## src/rtl/seg_value_encoder.sv

```systemverilog
// Converts a binary value (0..99) into a registered two-digit seven-segment pattern.
// The conversion is iterative double dabble, followed by one registered encode step.
module seg_value_encoder #(
    parameter int WIDTH    = 7,
    parameter int BLANK_LZ = 1
) (
    input  logic             clk,
    input  logic             rst,
    input  logic             load,
    input  logic [WIDTH-1:0] value,
    output logic [13:0]      both7seg,
    output logic             busy,
    output logic             done
);

    typedef enum logic [1:0] {
        ST_IDLE  = 2'd0,
        ST_SHIFT = 2'd1,
        ST_ENC   = 2'd2
    } state_t;

    localparam logic [2:0] LAST_BIT = 3'(WIDTH - 1);

    state_t           state_r;
    state_t           state_s;
    logic [WIDTH-1:0] shreg_r;
    logic [9:0]       scratch_r;
    logic [9:0]       adj_s;
    logic [2:0]       bit_cnt_r;
    logic [13:0]      seg_r;
    logic [13:0]      seg_s;
    logic             busy_r;
    logic             done_r;

    function automatic logic [3:0] add3(input logic [3:0] nib);
        if (nib >= 4'd5) begin
            add3 = nib + 4'd3;
        end else begin
            add3 = nib;
        end
    endfunction

    function automatic logic [6:0] seg7(input logic [3:0] dig);
        case (dig)
            4'd0:    seg7 = 7'h3F;
            4'd1:    seg7 = 7'h06;
            4'd2:    seg7 = 7'h5B;
            4'd3:    seg7 = 7'h4F;
            4'd4:    seg7 = 7'h66;
            4'd5:    seg7 = 7'h6D;
            4'd6:    seg7 = 7'h7D;
            4'd7:    seg7 = 7'h07;
            4'd8:    seg7 = 7'h7F;
            4'd9:    seg7 = 7'h6F;
            default: seg7 = 7'h00;
        endcase
    endfunction

    // Add-3 correction of the BCD digits ahead of the next shift; hundreds never exceeds 1.
    always_comb begin
        adj_s = {scratch_r[9:8], add3(scratch_r[7:4]), add3(scratch_r[3:0])};
    end

    // Segment pattern for the finished BCD result: dash on overflow, optional blank tens.
    always_comb begin
        seg_s = 14'h0000;
        if (scratch_r[9:8] != 2'd0) begin
            seg_s = 14'h2040;
        end else if ((BLANK_LZ != 0) && (scratch_r[7:4] == 4'd0)) begin
            seg_s = {7'h00, seg7(scratch_r[3:0])};
        end else begin
            seg_s = {seg7(scratch_r[7:4]), seg7(scratch_r[3:0])};
        end
    end

    // Next-state logic of the conversion sequencer.
    always_comb begin
        state_s = state_r;
        case (state_r)
            ST_IDLE: begin
                if (load) begin
                    state_s = ST_SHIFT;
                end else begin
                    state_s = ST_IDLE;
                end
            end
            ST_SHIFT: begin
                if (bit_cnt_r == LAST_BIT) begin
                    state_s = ST_ENC;
                end else begin
                    state_s = ST_SHIFT;
                end
            end
            ST_ENC:  state_s = ST_IDLE;
            default: state_s = ST_IDLE;
        endcase
    end

    // State register.
    always_ff @(posedge clk) begin
        if (rst) begin
            state_r <= ST_IDLE;
        end else begin
            state_r <= state_s;
        end
    end

    // Datapath and registered outputs; the display register only changes on the encode edge.
    always_ff @(posedge clk) begin
        if (rst) begin
            shreg_r   <= '0;
            scratch_r <= 10'd0;
            bit_cnt_r <= 3'd0;
            seg_r     <= 14'h0000;
            busy_r    <= 1'b0;
            done_r    <= 1'b0;
        end else begin
            done_r <= 1'b0;
            case (state_r)
                ST_IDLE: begin
                    if (load) begin
                        shreg_r   <= value;
                        scratch_r <= 10'd0;
                        bit_cnt_r <= 3'd0;
                        busy_r    <= 1'b1;
                    end
                end
                ST_SHIFT: begin
                    {scratch_r, shreg_r} <= {adj_s[8:0], shreg_r, 1'b0};
                    bit_cnt_r            <= bit_cnt_r + 3'd1;
                end
                ST_ENC: begin
                    seg_r  <= seg_s;
                    done_r <= 1'b1;
                    busy_r <= 1'b0;
                end
                default: begin
                    busy_r <= 1'b0;
                end
            endcase
        end
    end

    assign both7seg = seg_r;
    assign busy     = busy_r;
    assign done     = done_r;

endmodule

```

## config.mk

```make
export PLATFORM = sky130hd
export DESIGN_NAME = seg_value_encoder
export DESIGN_NICKNAME = d
export VERILOG_FILES = /design/src/rtl/seg_value_encoder.sv
export SDC_FILE = /design/constraint.sdc
export NUM_CORES = 1
export LEC_CHECK = 0
export ABC_CLOCK_PERIOD_IN_PS = 4000
export BUFFER_PORTS_ARGS = -buffer_cell sky130_fd_sc_hd__buf_2
export CORE_MARGIN = 4
export CORE_UTILIZATION = 63
export CTS_BUF_LIST = sky130_fd_sc_hd__clkbuf_4
export DETAILED_ROUTE_END_ITERATION = 10
export HOLD_SLACK_MARGIN = 0.05
export PLACE_DENSITY_LB_ADDON = 0.15
export SLEW_MARGIN = 40
export SYNTH_ARGS = -nofsm -noshare
export SYNTH_HDL_FRONTEND = slang
export SYNTH_SLANG_ARGS = --single-unit
```

## constraint.sdc

```tcl
create_clock -name clk -period 4 [get_ports clk]
set_clock_uncertainty 0.1 [all_clocks]
set_input_delay 0.6 -clock clk [delete_from_list [all_inputs] [get_ports clk]]
set_output_delay 0.6 -clock clk [all_outputs]
set_load 0.05 [all_outputs]
```

==> Word level (Yosys, flattened, before mapping) <==
Memories as Yosys holds them, arrays and structs flattened. A register that Yosys moved wholly into a read port is not among the register bits.
Cells that the tools add are included.
{ "word_totals": {"ff_bits": 38, "latch_bits": 0, "mem_bits_rw": 0, "mem_bits_ro": 336, "in_bits": 10, "output_inout_bits": 16, "word_cells": 48, "n_memories": 3} }
{ "mem_list": {"columns": ["name", "depth", "width", "rd", "rd_ports_with_merged_regs", "write_ports", "line_no", "source"], "rows": [
  ["(no name shown)", 16, 7, 1, 1, 0, "44", "case (dig)"],
  ["(no name shown)", 16, 7, 1, 1, 0, "44", null],
  ["(no name shown)", 16, 7, 1, 1, 0, "44", null]
]} }
{ "op_classes": {"addsub": 3, "multipliers": 0, "div": 0, "order_cmp": 2, "n_eq_ne": 4, "shift": 0, "mux": 22, "bitwise_logic": 1, "reduce_logical": 6} }
{ "ops": {"columns": ["cell", "count"], "rows": [
  ["$mux W4", 8],
  ["$mux W14", 2],
  ["$pmux W10 S2", 1],
  ["$pmux W7 S2", 1],
  ["$mux W10", 1],
  ["$add A4 B2 Y4 const B", 2],
  ["$ge A4 B3 Y1 const B", 2],
  ["$mux W7", 1],
  ["$pmux W3 S2", 1],
  ["$logic_not A4 Y1", 1],
  ["$pmux W2 S2", 1],
  ["$reduce_and A2 Y1", 2],
  ["$reduce_bool A2 Y1", 2],
  ["$add A3 B1 Y3 const B", 1],
  ["$eq A3 B3 Y1 const B", 1],
  ["$mux W1", 3],
  ["$mux W3", 1],
  ["$eq A2 B1 Y1 const B", 1],
  ["$eq A2 B2 Y1 const B", 1],
  ["$logic_not A2 Y1", 1],
  ["$mux W2", 1],
  ["$ne A2 B2 Y1 const B", 1],
  ["$pmux W1 S2", 1],
  ["$not A1 Y1", 1]
]} }

==> Depth between registers and ports, before layout <==
Gate-level depths: netlist of the first run.
{ "depth": {"word_depth": 5, "ltp_mapped": 10, "depth_no_buf": 10} }

==> Worst setup path before layout of the first run <==
No wires, ideal clock.
{ "synth_path": {"path_kind": "register -> register", "startpoint": "reg scratch_r[1]", "endpoint": "reg with a tool-made name", "setup_ns": 0.095, "t_arrival_ns": 2.186, "required_ns": 3.805, "path_slack_ns": 1.618, "stages_incl_launch_ff": 10, "path_buffers": 0, "cell_sequence": "dfxtp_1 -> inv_1 -> ha_1 -> nand2b_1 -> a2111oi_2 -> nor3_4 -> nor2_1 -> inv_1 -> ha_1 -> o311ai_1"} }
{ "synth_rtl": {"columns": ["element", "line_no", "source"], "rows": [
  ["from (decl)", "27", "logic [9:0] scratch_r;"],
  ["from (signal assigned)", "129", "{scratch_r, shreg_r} <= {adj_s[8:0], shreg_r, 1'b0};"]
]} }

==> results of run 1 <==
==> cells by family (layout without fill, tap and decap cells) <==
family,after synthesis,count (layout),share of synthesized area [%]
DFF,52,52,39.4
buffers and inverters,37,53,6.26
AOI/OAI and AO/OA,93,93,27.4
xor gates and xnor gates,1,1,0.332
muxes,1,1,0.379
and+or+nand+nor,86,86,17.7
adders and majority gates,18,18,8.53
==> layout make-up <==
class / instances / area, um^2
clock buffer: 6 / 45.0
clock inverter: 2 / 16.3
fill: 315 / 1230
inverter: 20 / 75.1
multi-input combinational: 199 / 1430
sequential: 52 / 1040
tap: 50 / 62.6
timing repair buffer: 25 / 125
==> worst max path at each step <==
stage                       startpoint         to  slack [ns]  cells past startpoint
final                     scratch_r[4]  flip-flop        1.32                      9
after floorplan           scratch_r[1]  flip-flop        1.62                      9
after global routing      scratch_r[1]  flip-flop        1.11                      9
after global placement      state_r[0]  flip-flop        1.33                      7
after CTS                   state_r[0]  flip-flop        1.18                      6
after detailed placement    state_r[0]  flip-flop        1.20                      6
==> power by group through the flow <==
stage | Clock [mW] | Combinational, mW | Sequential (mW)
3_5_place_dp | 0 | 0.0621 | 0.551
2_1_floorplan | 0 | 0.0520 | 0.549
5_1_grt | 0.270 | 0.0697 | 0.542
3_3_place_gp | 0 | 0.0606 | 0.550
6_report | 0.239 | 0.0623 | 0.540
4_1_cts | 0.251 | 0.0625 | 0.540
==> layout by cell type (no fill, tap or decap), drive strengths merged, types with 3 or more instances in the layout <==
| cell type | instances |
|---|---|
| nand2 | 9 |
| o221a | 5 |
| and2 | 3 |
| nor2 | 38 |
| o21a | 4 |
| dfxtp | 52 |
| a31oi | 7 |
| nand2b | 6 |
| a211oi | 4 |
| buf | 25 |
| o21ai | 10 |
| a22oi | 14 |
| a32oi | 4 |
| ha | 18 |
| clkbuf | 6 |
| nor3 | 5 |
| a21oi | 21 |
| inv | 20 |
| nand3 | 4 |
| nor2b | 8 |
==> metal layers <==
| layer | vias to the layer above | track usage, % |
|---|---|---|
| li1 | 1070 | - |
| met1 | 968 | 27.0 |
| met2 | 48 | 33.0 |
| met3 | 5 | 4.55 |
| met4 | 0 | 6.15 |
| met5 | - | 0 |
==> worst max-delay path: stages (launching register included) <==
cell      delay [ns]
dfxtp_1         0.37
inv_1           0.13
ha_1            0.34
nand2b_1        0.15
a2111o_1        0.49
a31oi_2         0.27
inv_1           0.14
ha_1            0.33
a21oi_1         0.08
o21a_1          0.21
==> through the flow <==
step | cell area (um^2) | std cells | utilization, % | hold WS, ns | setup WS, ns
floorplan | 2640 | 288 | - | 0.343 | 1.62
global placement | 2740 | 346 | 68.0 | 0.339 | 1.33
detailed placement | 2740 | 346 | 68.0 | 0.342 | 1.20
CTS | 2800 | 354 | 69.5 | 0.363 | 1.18
global route | 2800 | 354 | 69.5 | 0.407 | 1.11
finish | 2800 | 354 | 69.5 | 0.358 | 1.32
==> results_dict.tcl, run 1 <==
set metrics [dict create \
    status "finished, final reports clean" \
    fin_crit_sh_pct 67.0 \
    ys_types 65 \
    drv_slew 0 \
    syn-instance-count 288 \
    cts_sinks 52 \
    initial_core_util_pct 65.5 \
    clk_latency_ns 0.37 \
    swShare_pct 24.9 \
    cts_hold_buffers 0 \
    cts_tree "yes" \
    grt_setup_unrepaired "no" \
    grt_pass1_vias 1894 \
    grt_usage_pct 20.3 \
    max_freq_ghz 0.373 \
    vias 2091 \
    required_ns 4.18 \
    min_path_type "reg -> reg" \
    clkTransAtPathRegs_ns 0.14 \
    netlist_top_cells_count "dfxtp_1 (52), nor2_1 (37), a21oi_1 (19), ha_1 (18), inv_1 (18)" \
    synth_edf_count 0 \
    synth_area_um2 2640 \
    holdPathStages 2 \
    reg2reg_slack_ns 1.32 \
    ys_seq_area_share_pct 39.4 \
    drtIter0Drc 136 \
    r2r-start "scratch_r[4]" \
    syn-num-nets 316 \
    finalHoldViolCount 0 \
    io_buffers 25 \
    cts_resized 0 \
    boundaryPins 26 \
    placementRows 23 \
    final_antenna_net_count 0 \
    clockRootBuffer "clkbuf_4" \
    p_per_area_nw_per_um2 300 \
    holdPathEnd "both7seg[6]" \
    power_mw 0.841 \
    top_layer_used "met4" \
    cts-htree-levels 2 \
    ys.flop_type "dfxtp_1" \
    synth_seq_cells 52 \
    totalWireLength_mm 5.00 \
    synth_area_leader_cell "dfxtp_1" \
    route.detailed.drc 0 \
    path_class "reg -> reg" \
    p_sw_mw 0.210 \
    synth_most_common_cell "dfxtp_1" \
    min_from "both7seg[6]" \
    fin_tns_setup_ns 0 \
    p_seq_share_pct 64.2 \
    diodes 0 \
    yosys-top-cells-area "dfxtp_1 (39%), ha_1 (8.5%), nor2_1 (5.3%)" \
    die_h_um 72.7 \
    grt_start_max_net_pins 40 \
    p_comb_share_pct 7.4 \
    syn_avg_cell_area_um2 9.17 \
    ff2ff_path_depth 9 \
    yosysWarnings 0 \
    setup_viol 0 \
    leakage_nw 1.13 \
    maxCapViolCount 0 \
    die_area_um2 5290 \
    clockBufferDepth 2 \
    grt_overflow 0 \
    crit_fanout 8 \
    routabilityCongestion 0.852 \
    synth_top_cell_area_share_pct 39.4 \
    wirelength_met1_mm 2.42 \
    layout-drive-gt1-share_pct 19.4 \
    crit_path_start_kind "flip-flop" \
    core_region_area_um2 4030 \
    post_cts_buffers 0 \
    drtPass1Iterations 4 \
    pwr-share-clk_pct 28.4 \
    syn_to_final_growth_pct 6.07 \
    fp.dieW_um 72.7 \
    grt_pass1_wl_mm 8.61 \
    period_needed_ns 2.68 \
    hpwl_mm 3.60 \
    ys_async_sr_fraction_pct 0 \
    viasPerCell 5.91 \
    slew_headroom_pct 51.7 \
    antenna_found_initial 0 \
    wl_met3_um 245 \
    worstMarginPinSlew_ns 0.725 \
    ir_drop_v 0.000182 \
    layout.nets 331 \
    crit_arrival_ns 2.86 \
    cts_buffers 5 \
    wl_per_cell_um 14.1 \
    met2_length_mm 2.28 \
    p_int_mw 0.631 \
    cp-end-kind "flip-flop" \
]
Power figures use the tool's default switching activity.
==> run 2: changes to the inputs <==
ABC_CLOCK_PERIOD_IN_PS = 2600   (was 4000)
CORE_UTILIZATION = 61   (was 63)
clock period = 2.6 ns   (was 4 ns; I/O delays follow)
==> run 2 against run 1 <==
First-iteration DRC count grew 44%. Final cell count is 3.4% higher. Die area increased by 2.9%. Worst hold slack lost 0.19 ns. Largest power group unchanged.
==> results_dict.tcl, run 2 (synthesis results as in run 1) <==
set metrics [dict create \
    clockRootBuffer "clkbuf_4" \
    period_needed_ns 2.48 \
    routabilityCongestion 0.869 \
    totalWireLength_mm 5.18 \
    layout_setup_ws_ns 0.120 \
    place_ws_ns 0.121 \
    min_path_type "in -> reg" \
    fin_crit_sh_pct 95.4 \
    crit_arrival_ns 2.66 \
    clockBufferDepth 2 \
    p_per_area_nw_per_um2 474 \
    cp-end-kind "flip-flop" \
    cts_sinks 52 \
    diodes 0 \
    layout.nets 343 \
    cp_top_family "compound AO/OA/AOI/OAI gates" \
    final_cell_area_um2 2930 \
    clk_latency_ns 0.36 \
    max_freq_ghz 0.403 \
    final_cell_mix "dfxtp_1 (51), nor2_1 (37), buf_2 (25)" \
    final_util_pct 71.8 \
    finalHoldViolCount 0 \
    fillers 314 \
    cp.buffers_inverters 2 \
    placementRows 23 \
    fp.dieW_um 73.8 \
    final_common_cell "dfxtp_1" \
    grt_usage_pct 20.3 \
    clkTransAtPathRegs_ns 0.15 \
    regArea_um2 1040 \
    route.detailed.drc 0 \
    core_region_area_um2 4090 \
    cts_tree "yes" \
    crit_fanout 5 \
    antenna_found_initial 0 \
    grt_start_max_net_pins 19 \
    fin_hold_ws_ns 0.170 \
    post_cts_buffers 0 \
    grt_pass1_vias 1907 \
    required_ns 2.78 \
    drv_slew 0 \
    cts_buffers 5 \
    worstMarginPinSlew_ns 0.636 \
    cts_hold_buffers 0 \
    setup_viol 0 \
    grt_setup_unrepaired "yes" \
    cts-htree-levels 2 \
    grt_overflow 0 \
    maxCapViolCount 0 \
    ir_drop_v 0.000311 \
    io_buffers 25 \
    crit_path_start_kind "flip-flop" \
    multiInputGateArea_um2 1460 \
    syn_to_final_growth_pct 11.1 \
    status "finished, final reports clean" \
    grt_pass1_wl_mm 8.75 \
    path_class "reg -> reg" \
    drtPass1Iterations 4 \
    drtIter0Drc 196 \
    viasPerCell 5.86 \
    die_area_um2 5440 \
    power_mw 1.39 \
    vias 2144 \
    place_area_um2 2830 \
    hpwl_mm 3.78 \
    final_antenna_net_count 0 \
    leakage_nw 1.20 \
    critPathSlowestCell "a2111o_1" \
    wl_per_cell_um 14.2 \
    cpPeakStageDelay_ns 0.51 \
    initial_core_util_pct 64.6 \
    critical_path.cell_chain "inv_1, ha_1, nand2b_1, a2111o_1, a31oi_4, inv_1, ha_1, a21oi_1, o21a_1" \
    die_h_um 73.8 \
    boundaryPins 26 \
    slew_headroom_pct 57.5 \
    layout-drive-gt1-share_pct 22.8 \
]
run 2: report_power, final:
group	internal, mW	switching (mW)
Sequential	0.814	0.0114
Combinational	0.0467	0.0654
Clock	0.201	0.253
run 2: what timing repair did:
action	4_1_cts	5_1_grt
endpoints found under the hold margin	0	0
setup endpoints to repair	0	4
gates resized for setup	0	5
run 2: final timing paths:
check	startpoint	to	slack [ns]	cells past startpoint
max	scratch_r[5]	flip-flop	0.12	9
min	value[0]	shreg_r[0]	0.17	3
max reg2reg	scratch_r[5]	flip-flop	0.12	9
min reg2reg	both7seg[13]	both7seg[13]	0.36	2
run 2: area by class of cell:
cell class                      instances  share of cell area, %
Clock buffer                            5                   1.28
Tap cell                               50                   2.13
Sequential cell                        52                   35.5
Multi-Input combinational cell        199                   49.7
Timing Repair Buffer                   37                   7.33
Inverter                               20                   2.56
Clock inverter                          3                   1.45
run 2: per-stage QoR:
step,instances,setup TNS [ns]
floorplan,288,0
global placement,358,0
detailed placement,358,0
CTS,366,0
global route,366,-0.00118
finish,366,0
run 2: layer usage:
metal / global-route usage [%] / wire [um]
met3: 4.51 / 258
met5: 0 / 0
met1: 28.2 / 2450
met2: 31.2 / 2380
met4: 6.44 / 91
run 2: worst min-delay path, stage by stage:
cell     delay [ns]
buf_2          0.08
a32oi_1        0.07
nor2_1         0.07
